`config.mk`:
```
export PLATFORM = sky130hd
export DESIGN_NAME = seq_div_24
export DESIGN_NICKNAME = d
export VERILOG_FILES = /design/src/rtl/seq_div_24_pkg.sv /design/src/rtl/seq_div_24_div_step.sv /design/src/rtl/seq_div_24.sv
export SDC_FILE = /design/constraint.sdc
export NUM_CORES = 1
export LEC_CHECK = 0
export ABC_CLOCK_PERIOD_IN_PS = 5800
export BUFFER_PORTS_ARGS = -buffer_cell sky130_fd_sc_hd__buf_2
export CORE_ASPECT_RATIO = 2
export CORE_MARGIN = 2
export CORE_UTILIZATION = 50
export DETAILED_ROUTE_END_ITERATION = 10
export PLACE_DENSITY = 0.7
export SYNTH_ARGS = -nofsm -noshare
export SYNTH_HDL_FRONTEND = slang
export SYNTH_SLANG_ARGS = --single-unit
```
`constraint.sdc`:
```
create_clock -name clk -period 5.8 [get_ports clk]
set_input_delay 1.16 -clock clk [delete_from_list [all_inputs] [get_ports clk]]
set_output_delay 1.16 -clock clk [all_outputs]
set_load 0.02 [all_outputs]
```
`src/rtl/seq_div_24_pkg.sv`:
```
// Shared definitions for the sequential restoring divider: default width and FSM encoding.
package seq_div_24_pkg;

  localparam int unsigned DefWidth = 24;

  typedef enum logic [1:0] {
    StIdle = 2'd0,
    StRun  = 2'd1,
    StDone = 2'd2
  } state_e;

endpackage

```
`src/rtl/seq_div_24_div_step.sv`:
```
// One combinational restoring-division stage: shift in the next dividend bit, trial-subtract,
// keep the difference only when it does not go negative.
module seq_div_24_div_step #(
  parameter int unsigned WIDTH = 24
) (
  input  logic [WIDTH:0]   rem_in,
  input  logic             q_msb,
  input  logic [WIDTH-1:0] div,
  output logic [WIDTH:0]   rem_out,
  output logic             q_bit
);

  logic [WIDTH+1:0] shifted;
  logic [WIDTH+1:0] diff;

  always_comb begin
    shifted = {rem_in, q_msb};
    diff    = shifted - {2'b00, div};
    // Top bit of the widened difference is the borrow: set means the divisor did not fit.
    q_bit   = ~diff[WIDTH+1];
    rem_out = q_bit ? diff[WIDTH:0] : shifted[WIDTH:0];
  end

endmodule

```
`src/rtl/seq_div_24.sv`:
```
// Sequential radix-2 restoring unsigned divider: q = a / b, r = a % b, one quotient bit per
// clock behind a start/done handshake, with a divide-by-zero shortcut.
module seq_div_24
  import seq_div_24_pkg::*;
#(
  parameter int unsigned WIDTH = DefWidth,
  parameter int unsigned CNT_W = 5
) (
  input  logic             clk,
  input  logic             rst,
  input  logic             start,
  input  logic [WIDTH-1:0] a,
  input  logic [WIDTH-1:0] b,
  output logic             busy,
  output logic             done,
  output logic [WIDTH-1:0] q,
  output logic [WIDTH-1:0] r,
  output logic             dbz
);

  state_e           state_q, state_d;
  logic [CNT_W-1:0] cnt_q;
  logic [WIDTH:0]   rem_q;
  logic [WIDTH-1:0] quo_q;
  logic [WIDTH-1:0] div_q;
  logic [WIDTH:0]   rem_nxt;
  logic             q_bit;
  logic             accept;

  assign accept = (state_q == StIdle) && start;

  seq_div_24_div_step #(
    .WIDTH (WIDTH)
  ) u_step (
    .rem_in  (rem_q),
    .q_msb   (quo_q[WIDTH-1]),
    .div     (div_q),
    .rem_out (rem_nxt),
    .q_bit   (q_bit)
  );

  always_ff @(posedge clk or posedge rst) begin
    if (rst) begin
      state_q <= StIdle;
    end else begin
      state_q <= state_d;
    end
  end

  always_comb begin
    state_d = state_q;
    unique case (state_q)
      StIdle: begin
        if (start) begin
          state_d = (b == '0) ? StDone : StRun;
        end
      end
      StRun: begin
        if (cnt_q == '0) begin
          state_d = StDone;
        end
      end
      StDone:  state_d = StIdle;
      default: state_d = StIdle;
    endcase
  end

  always_comb begin
    busy = (state_q == StRun);
    done = (state_q == StDone);
  end

  always_ff @(posedge clk or posedge rst) begin
    if (rst) begin
      cnt_q <= '0;
      rem_q <= '0;
      quo_q <= '0;
      div_q <= '0;
      q     <= '0;
      r     <= '0;
      dbz   <= 1'b0;
    end else if (accept) begin
      quo_q <= a;
      div_q <= b;
      rem_q <= '0;
      cnt_q <= CNT_W'(WIDTH - 1);
      if (b == '0) begin
        q   <= '1;
        r   <= a;
        dbz <= 1'b1;
      end else begin
        dbz <= 1'b0;
      end
    end else if (state_q == StRun) begin
      quo_q <= {quo_q[WIDTH-2:0], q_bit};
      rem_q <= rem_nxt;
      cnt_q <= cnt_q - CNT_W'(1);
      // Last iteration: publish the result so it is valid in the done cycle.
      if (cnt_q == '0) begin
        q <= {quo_q[WIDTH-2:0], q_bit};
        r <= rem_nxt[WIDTH-1:0];
      end
    end
  end

endmodule

```
==> metrics.cfg, run 1 <==
[routing]
drtAntennaViolNets = 0
drt_first_pass_iters = 4
first_iter_violations = 255
routed_wirelength_mm = 17.4
drcViolationCount = 0
wl_per_cell_um = 17.2
via_count = 5723
avgViaCountPerCell = 5.64

[pwr]
p_seq_share_pct = 26.8
p_leak_nw = 3.89
pwr-share-comb_pct = 54.7
ir_drop_v = 0.000339
intPower_mw = 3.56
p_sw_mw = 2.73
power_frac_clock_pct = 18.4
switching_share_pct = 43.4
power.density_mw_per_mm2 = 773

[layout]
diodes = 0
drive_above_1_share_pct = 18.3
area_growth_pct = 17.6
layout.nets = 925

[place]
place_hpwl_mm = 12.7
gp_congestion = 0.885
portBuffers = 101

[clock_tree]
cts_resized = 0
numCtsBuffers = 17
cts_hold_buf = 0
post_cts_buffers = 0
cts_max_level = 4
root_buffer = clkbuf_16
clock_latency_ns = 0.41
cts_tree = built
cts.path.max_buffers = 2
clkTransAtPathRegs_ns = 0.06
cts_sinks = 129

[critical_path]
crit_family = simple AND/OR/NAND/NOR gates
cp-end-kind = register
crit_slowest_cell = clkinv_1
crit_chain = buf_2 > or3b_2 > nand2_1 > a21o_1 > clkinv_1 > and3_1 > a221o_1
cp.required_ns = 6.10
crit_type = in -> reg
cp_max_fo = 28
crit_buf_inv = 2
startpoint_type = input pin
critical_path.max_stage_delay_ns = 0.82
arrival_ns = 4.47

[timing]
relSlewSlack_pct = 30.8
whs_ns = 0.482
slew_violations = 0
fmax_ghz = 0.240
tns_ns = 0
rsz0062_at_grt = no
worst_pin_slew_ns = 1.04
min_period_ns = 4.17
hold_viol_final = 0
skew_ns = 0.0108
final.period_utilization_pct = 72.0
setup_viol = 0

[yosys]
synth-edff-count = 0
ys_warn_count = 0
synth_area_mm2 = 0.00692
netlist_instances = 764
ys_top_cells_by_area = dfrtp_1 (47%), nand2_1 (8.6%), o21ai_0 (5.4%), ha_1 (4.7%), a21oi_1 (3.4%)
syn_avg_cell_area_um2 = 9.06
synth_top_cells_by_count = nand2_1 (159), dfrtp_1 (129), o21ai_0 (75)
synth_top_area_cell = dfrtp_1
ys_types = 59
syn-num-nets = 842
synthFlopType = dfrtp_1
yosysTopAreaCellShare_pct = 46.6
synth_most_common_cell = nand2_1
ys_seq_area_share_pct = 46.6
async_reset_ff_share_pct = 100
ys_ff_latch = 129

[worst_hold_path]
min_path_type = reg -> reg

[floorplanning]
die_height_um = 170
coreArea_mm2 = 0.0135
ioPinCount = 102
initial_core_util_pct = 51.2
row_count = 60
dieArea_mm2 = 0.0149
die_x_um = 87.2

[global_route]
grt_util_met1_pct = 26.6
busiest_layer = met2
grt_max_degree = 72
grt_pass1_wl_mm = 28.3
grt_usage_pct = 24.3
gr-total-overflow = 0
met3_usage_pct = 3.93
grtUsageMet2_pct = 45.0
antenna_found_initial = 0
grt_pass1_vias = 5866

[run_status]
status = completed

[flow_run]
maxCapViolCount = 0

-- flip-flops by register name, indices dropped and copies added (netlist names) --
register,cells
rem_q,25
cnt_q,5
dbz,1
q,24
state_q,2
quo_q,24
div_q,24
r,24
-- metal layers --
metal / part of all wire [%] / vias up
met4: 3.1 / 0
met5: 0 / -
met2: 55 / 118
met3: 2.7 / 33
met1: 39 / 2758
li1: - / 2814
-- per-stage QoR --
stage                     instance area (um2)  utilization, %  total power [mW]  instances  setup slack (ns)
after CTS                                8140            60.3              6.31       1014              1.63
after floorplan                          6920               -              4.30        764              1.20
after global placement                   7510            55.6              5.00        983              1.32
after global routing                     8140            60.3              6.74       1014              1.32
final                                    8140            60.3              6.29       1014              1.63
after detailed placement                 7510            55.6              5.13        983              1.19
-- worst paths after layout --
check	slack, ns	start	end	cells past startpoint
max	1.63	start	r[23]$_DFFE_PP0P_	7
min	0.48	q[10]$_DFFE_PP0P_	q[10]$_DFFE_PP0P_	2
max reg2reg	1.84	state_q[0]$_DFFE_PP0P_	r[23]$_DFFE_PP0P_	7
min reg2reg	0.48	q[10]$_DFFE_PP0P_	q[10]$_DFFE_PP0P_	2
max in group asynchronous	3.54	rst	cnt_q[1]$_DFFE_PP0P_	3
min in group asynchronous	0.89	rst	q[3]$_DFFE_PP0P_	2
-- worst min-delay path, cell delays in order (launching register included) --
cell and delay, ns:
dfrtp_1 0.33, nand2_1 0.05, nand3_1 0.07
-- cells by family (layout without fill, tap and decap cells) --
kind of cell / after synthesis / after routing / share of synthesized area, %
XOR/XNOR: 23 / 23 / 3.02
flip-flops: 129 / 129 / 46.6
AO/OA/AOI/OAI: 195 / 195 / 17.2
AND/OR/NAND/NOR: 283 / 283 / 19.3
buffers and inverters: 82 / 177 / 5.02
adder cells (fa/ha/maj): 27 / 27 / 4.99
multiplexers: 25 / 25 / 3.87
-- power by group through the flow --
stage	logic (mW)	registers, mW	clock network, mW
finish	3.45	1.69	1.16
global route	3.80	1.73	1.20
CTS	3.45	1.69	1.17
detailed placement	3.43	1.70	0
global placement	3.32	1.68	0
floorplan	2.49	1.81	0
-- cell type report --
| cell class | instances | area (um2) |
|---|---|---|
| sequential | 129 | 3230 |
| multi-input combinational | 553 | 3380 |
| clock buffer | 21 | 450 |
| clock inverter | 10 | 184 |
| inverter | 36 | 138 |
| fill | 1165 | 5370 |
| timing repair buffer | 110 | 573 |
| tap | 155 | 194 |
-- cells in the final DEF, fill, tap and decap left out, types with 4 or more instances in the layout --
cell type | netlist | layout
a211oi_1 | 6 | 6
a21o_1 | 8 | 8
a21oi_1 | 47 | 47
a31oi_1 | 4 | 4
and3_1 | 5 | 5
and3b_1 | 21 | 21
buf_2 | 1 | 101
buf_4 | 0 | 9
bufinv_16 | 0 | 5
clkbuf_16 | 0 | 17
dfrtp_1 | 129 | 129
ha_1 | 26 | 26
inv_1 | 35 | 34
mux2i_1 | 20 | 20
nand2_1 | 159 | 159
nand2b_1 | 5 | 5
nand3_1 | 40 | 40
nor2_1 | 23 | 22
nor2b_1 | 4 | 4
nor3_1 | 5 | 5
nor4_1 | 6 | 6
o211ai_1 | 16 | 16
o21a_1 | 4 | 4
o21ai_0 | 75 | 75
o21ai_1 | 9 | 9
o31ai_1 | 4 | 4
or3_1 | 5 | 5
xnor2_1 | 15 | 15
xor2_1 | 7 | 7
Note: power is estimated with default switching activity, not from simulation.
==> run 2: changes to the inputs <==
Settings changed: ABC_AREA set to 1, ABC_CLOCK_PERIOD_IN_PS 5800 to 4200, PLACE_DENSITY 0.7 to 0.69.
Clock period 5.8 ns to 4.2 ns, I/O delays scaled along.
==> metrics.cfg, run 2 <==
[yosys]
ys_seq_area_share_pct = 39.8  ; -6.8 points
synth_top_cells_by_count = nand2_1 (367), inv_1 (215), dfrtp_1 (129)
ys_warn_count = 0  ; unchanged
synth_top_area_cell = dfrtp_1
ys_top_cells_by_area = dfrtp_1 (40%), nand2_1 (17%), inv_1 (10%), nand3_2 (4.2%), nand3_1 (4.1%)
synth-edff-count = 0  ; unchanged
syn-num-nets = 1194  ; +42%
async_reset_ff_share_pct = 100  ; unchanged
synth_most_common_cell = nand2_1
synthFlopType = dfrtp_1
synth_area_mm2 = 0.00811  ; +17%
yosysTopAreaCellShare_pct = 39.8  ; -6.8 points
ys_types = 36  ; -39%
ys_ff_latch = 129  ; unchanged
syn_avg_cell_area_um2 = 7.27  ; -20%
netlist_instances = 1116  ; +46%

[critical_path]
r2r-end = r[19]$_DFFE_PP0P_
crit_buf_inv = 4  ; +2
cp_max_fo = 25  ; -11%
crit_chain = inv_1 > ha_1 > nand2_1 > nand2_1 > inv_1 > nand2_1 > inv_1 > nand2_2 > a21oi_1 > nand3_1 > nand2_4 > nand3_1 > nand3_1 > nand2_1 > inv_1
rr_startpoint = div_q[16]$_DFFE_PP0P_
arrival_ns = 3.01  ; -1.46 ns
cp.required_ns = 4.57  ; -1.53 ns
cp-end-kind = register
crit_slowest_cell = dfrtp_1
worst-r2r-setup-slack_ns = 1.55  ; -0.29 ns
startpoint_type = register
crit_type = reg -> reg
crit_family = simple AND/OR/NAND/NOR gates
rr_worst_depth = 15  ; +8
critical_path.max_stage_delay_ns = 0.37  ; -0.45 ns

[place]
gp_congestion = 0.975  ; +10%
dp.cells = 1386  ; +41%
portBuffers = 101  ; unchanged
place_area_mm2 = 0.00869  ; +16%
place_hpwl_mm = 16.5  ; +30%

[timing]
min_period_ns = 2.65
skew_ns = 0.00866  ; -0.00218 ns
fmax_ghz = 0.378
rsz0062_at_grt = no
tns_ns = 0  ; unchanged
hold_viol_final = 0  ; unchanged
final.period_utilization_pct = 63.0
setup_viol = 0  ; unchanged
relSlewSlack_pct = 34.8  ; +3.9 points
slew_violations = 0  ; unchanged
worst_pin_slew_ns = 0.979  ; -0.0587 ns

[clock_tree]
cts_sinks = 129  ; unchanged
cts.path.max_buffers = 2  ; unchanged
cts_resized = 0  ; unchanged
numCtsBuffers = 17  ; unchanged
root_buffer = clkbuf_16
cts_hold_buf = 0  ; unchanged
cts_tree = built
clkTransAtPathRegs_ns = 0.06  ; about the same
cts_max_level = 4  ; unchanged
post_cts_buffers = 0  ; unchanged
clock_latency_ns = 0.43  ; +0.02 ns

[layout]
top_register = rem_q
diodes = 0  ; unchanged
final_cell_area_mm2 = 0.00929  ; +14%
layout_commonest_cell = nand2_1
drive_above_1_share_pct = 17.8  ; -0.45 points
area_growth_pct = 14.5
finalNonFillerCells = 1418  ; +40%
layout.nets = 1282  ; +39%
final_cell_mix = nand2_1 (367), inv_1 (214), dfrtp_1 (129)
largest_reg_flops = 25  ; unchanged

[pwr]
power.density_mw_per_mm2 = 964  ; +25%
p_leak_nw = 5.38  ; +38%
ir_drop_v = 0.000403  ; +19%

[floorplanning]
ioPinCount = 102  ; unchanged
dieArea_mm2 = 0.0173  ; +17%
initial_core_util_pct = 51.1  ; -0.091 points
row_count = 65  ; +8.3%
die_x_um = 94.1  ; +7.9%
coreArea_mm2 = 0.0159  ; +17%
die_height_um = 184  ; +8.0%

[global_route]
grt_usage_pct = 27.9  ; +3.6 points
gr-total-overflow = 0  ; unchanged
grt_pass1_vias = 7309  ; +25%
grt_max_degree = 130  ; +81%
grt_pass1_wl_mm = 36.9  ; +31%
antenna_found_initial = 0  ; unchanged

[worst_hold_path]
min_to = cnt_q[0]$_DFFE_PP0P_
min_path_type = reg -> reg
hp-start = cnt_q[0]$_DFFE_PP0P_
hold_depth = 2  ; unchanged

[routing]
first_iter_violations = 365  ; +43%
avgViaCountPerCell = 5.14  ; -8.9%
drtAntennaViolNets = 0  ; unchanged
drt_first_pass_iters = 7  ; +3
wl_per_cell_um = 15.9  ; -7.5%
via_count = 7290  ; +27%
drcViolationCount = 0  ; unchanged
routed_wirelength_mm = 22.5  ; +29%

[run_status]
status = completed

[flow_run]
maxCapViolCount = 0  ; unchanged

## run 2: per-layer routing
metal,wire (um),vias up,track usage [%]
met1,8570,3389,31.2
met2,12000,183,49.9
li1,-,3650,-
met3,759,68,4.29
met5,0,-,0
met4,1150,0,15.1
## run 2: cells by family after synthesis
family / count (synthesis) / synth area share [%]
fa+ha+maj: 27 / 4.26
flops: 129 / 39.8
xor+xnor: 11 / 1.19
compound gates: 97 / 7.87
buf+inv: 256 / 13.0
simple gates: 596 / 33.8
## run 2: metrics by stage
| step | power, mW | hold slack (ns) | util, % | setup WS, ns |
|---|---|---|---|---|
| final | 8.95 | 0.484 | 58.5 | 1.55 |
| after global routing | 9.77 | 0.515 | 58.5 | 1.38 |
| after CTS | 9.00 | 0.485 | 58.5 | 1.56 |
| after detailed placement | 7.43 | 0.469 | 54.8 | 1.22 |
| after global placement | 7.36 | 0.464 | 54.8 | 1.21 |
| after floorplan | 6.22 | 0.452 | - | 1.76 |
## run 2: worst reg2reg max path, stage by stage, from the launching register on
cell and delay [ns]:
dfrtp_1 0.37, inv_1 0.14, ha_1 0.33, nand2_1 0.10, nand2_1 0.10, inv_1 0.07
nand2_1 0.07, inv_1 0.07, nand2_2 0.07, a21oi_1 0.18, nand3_1 0.14, nand2_4 0.37
nand3_1 0.21, nand3_1 0.23, nand2_1 0.07, inv_1 0.05
## run 2: area by class of cell
| cell class | instances | area [um2] |
|---|---|---|
| Clock buffer | 17 | 425 |
| Clock inverter | 15 | 170 |
| Fill cell | 1557 | 6570 |
| Inverter | 218 | 822 |
| Multi-Input combinational cell | 731 | 3820 |
| Sequential cell | 129 | 3230 |
| Tap cell | 201 | 251 |
| Timing Repair Buffer | 107 | 563 |
## run 2: how the worst max path moves through the flow
stage	from	to	slack (ns)	cells past startpoint
2_1_floorplan	rst	cnt_q[0]$_DFFE_PP0P_	1.76	1
3_3_place_gp	b[5]	r[19]$_DFFE_PP0P_	1.21	11
3_5_place_dp	b[5]	r[19]$_DFFE_PP0P_	1.22	11
4_1_cts	div_q[16]$_DFFE_PP0P_	r[19]$_DFFE_PP0P_	1.56	15
5_1_grt	div_q[16]$_DFFE_PP0P_	r[19]$_DFFE_PP0P_	1.38	15
6_report	div_q[16]$_DFFE_PP0P_	r[19]$_DFFE_PP0P_	1.55	15
## run 2: report_power, final
group          switching (mW)  internal [mW]
Clock                   0.633          0.891
Sequential              0.302           1.80
Combinational            3.60           1.72
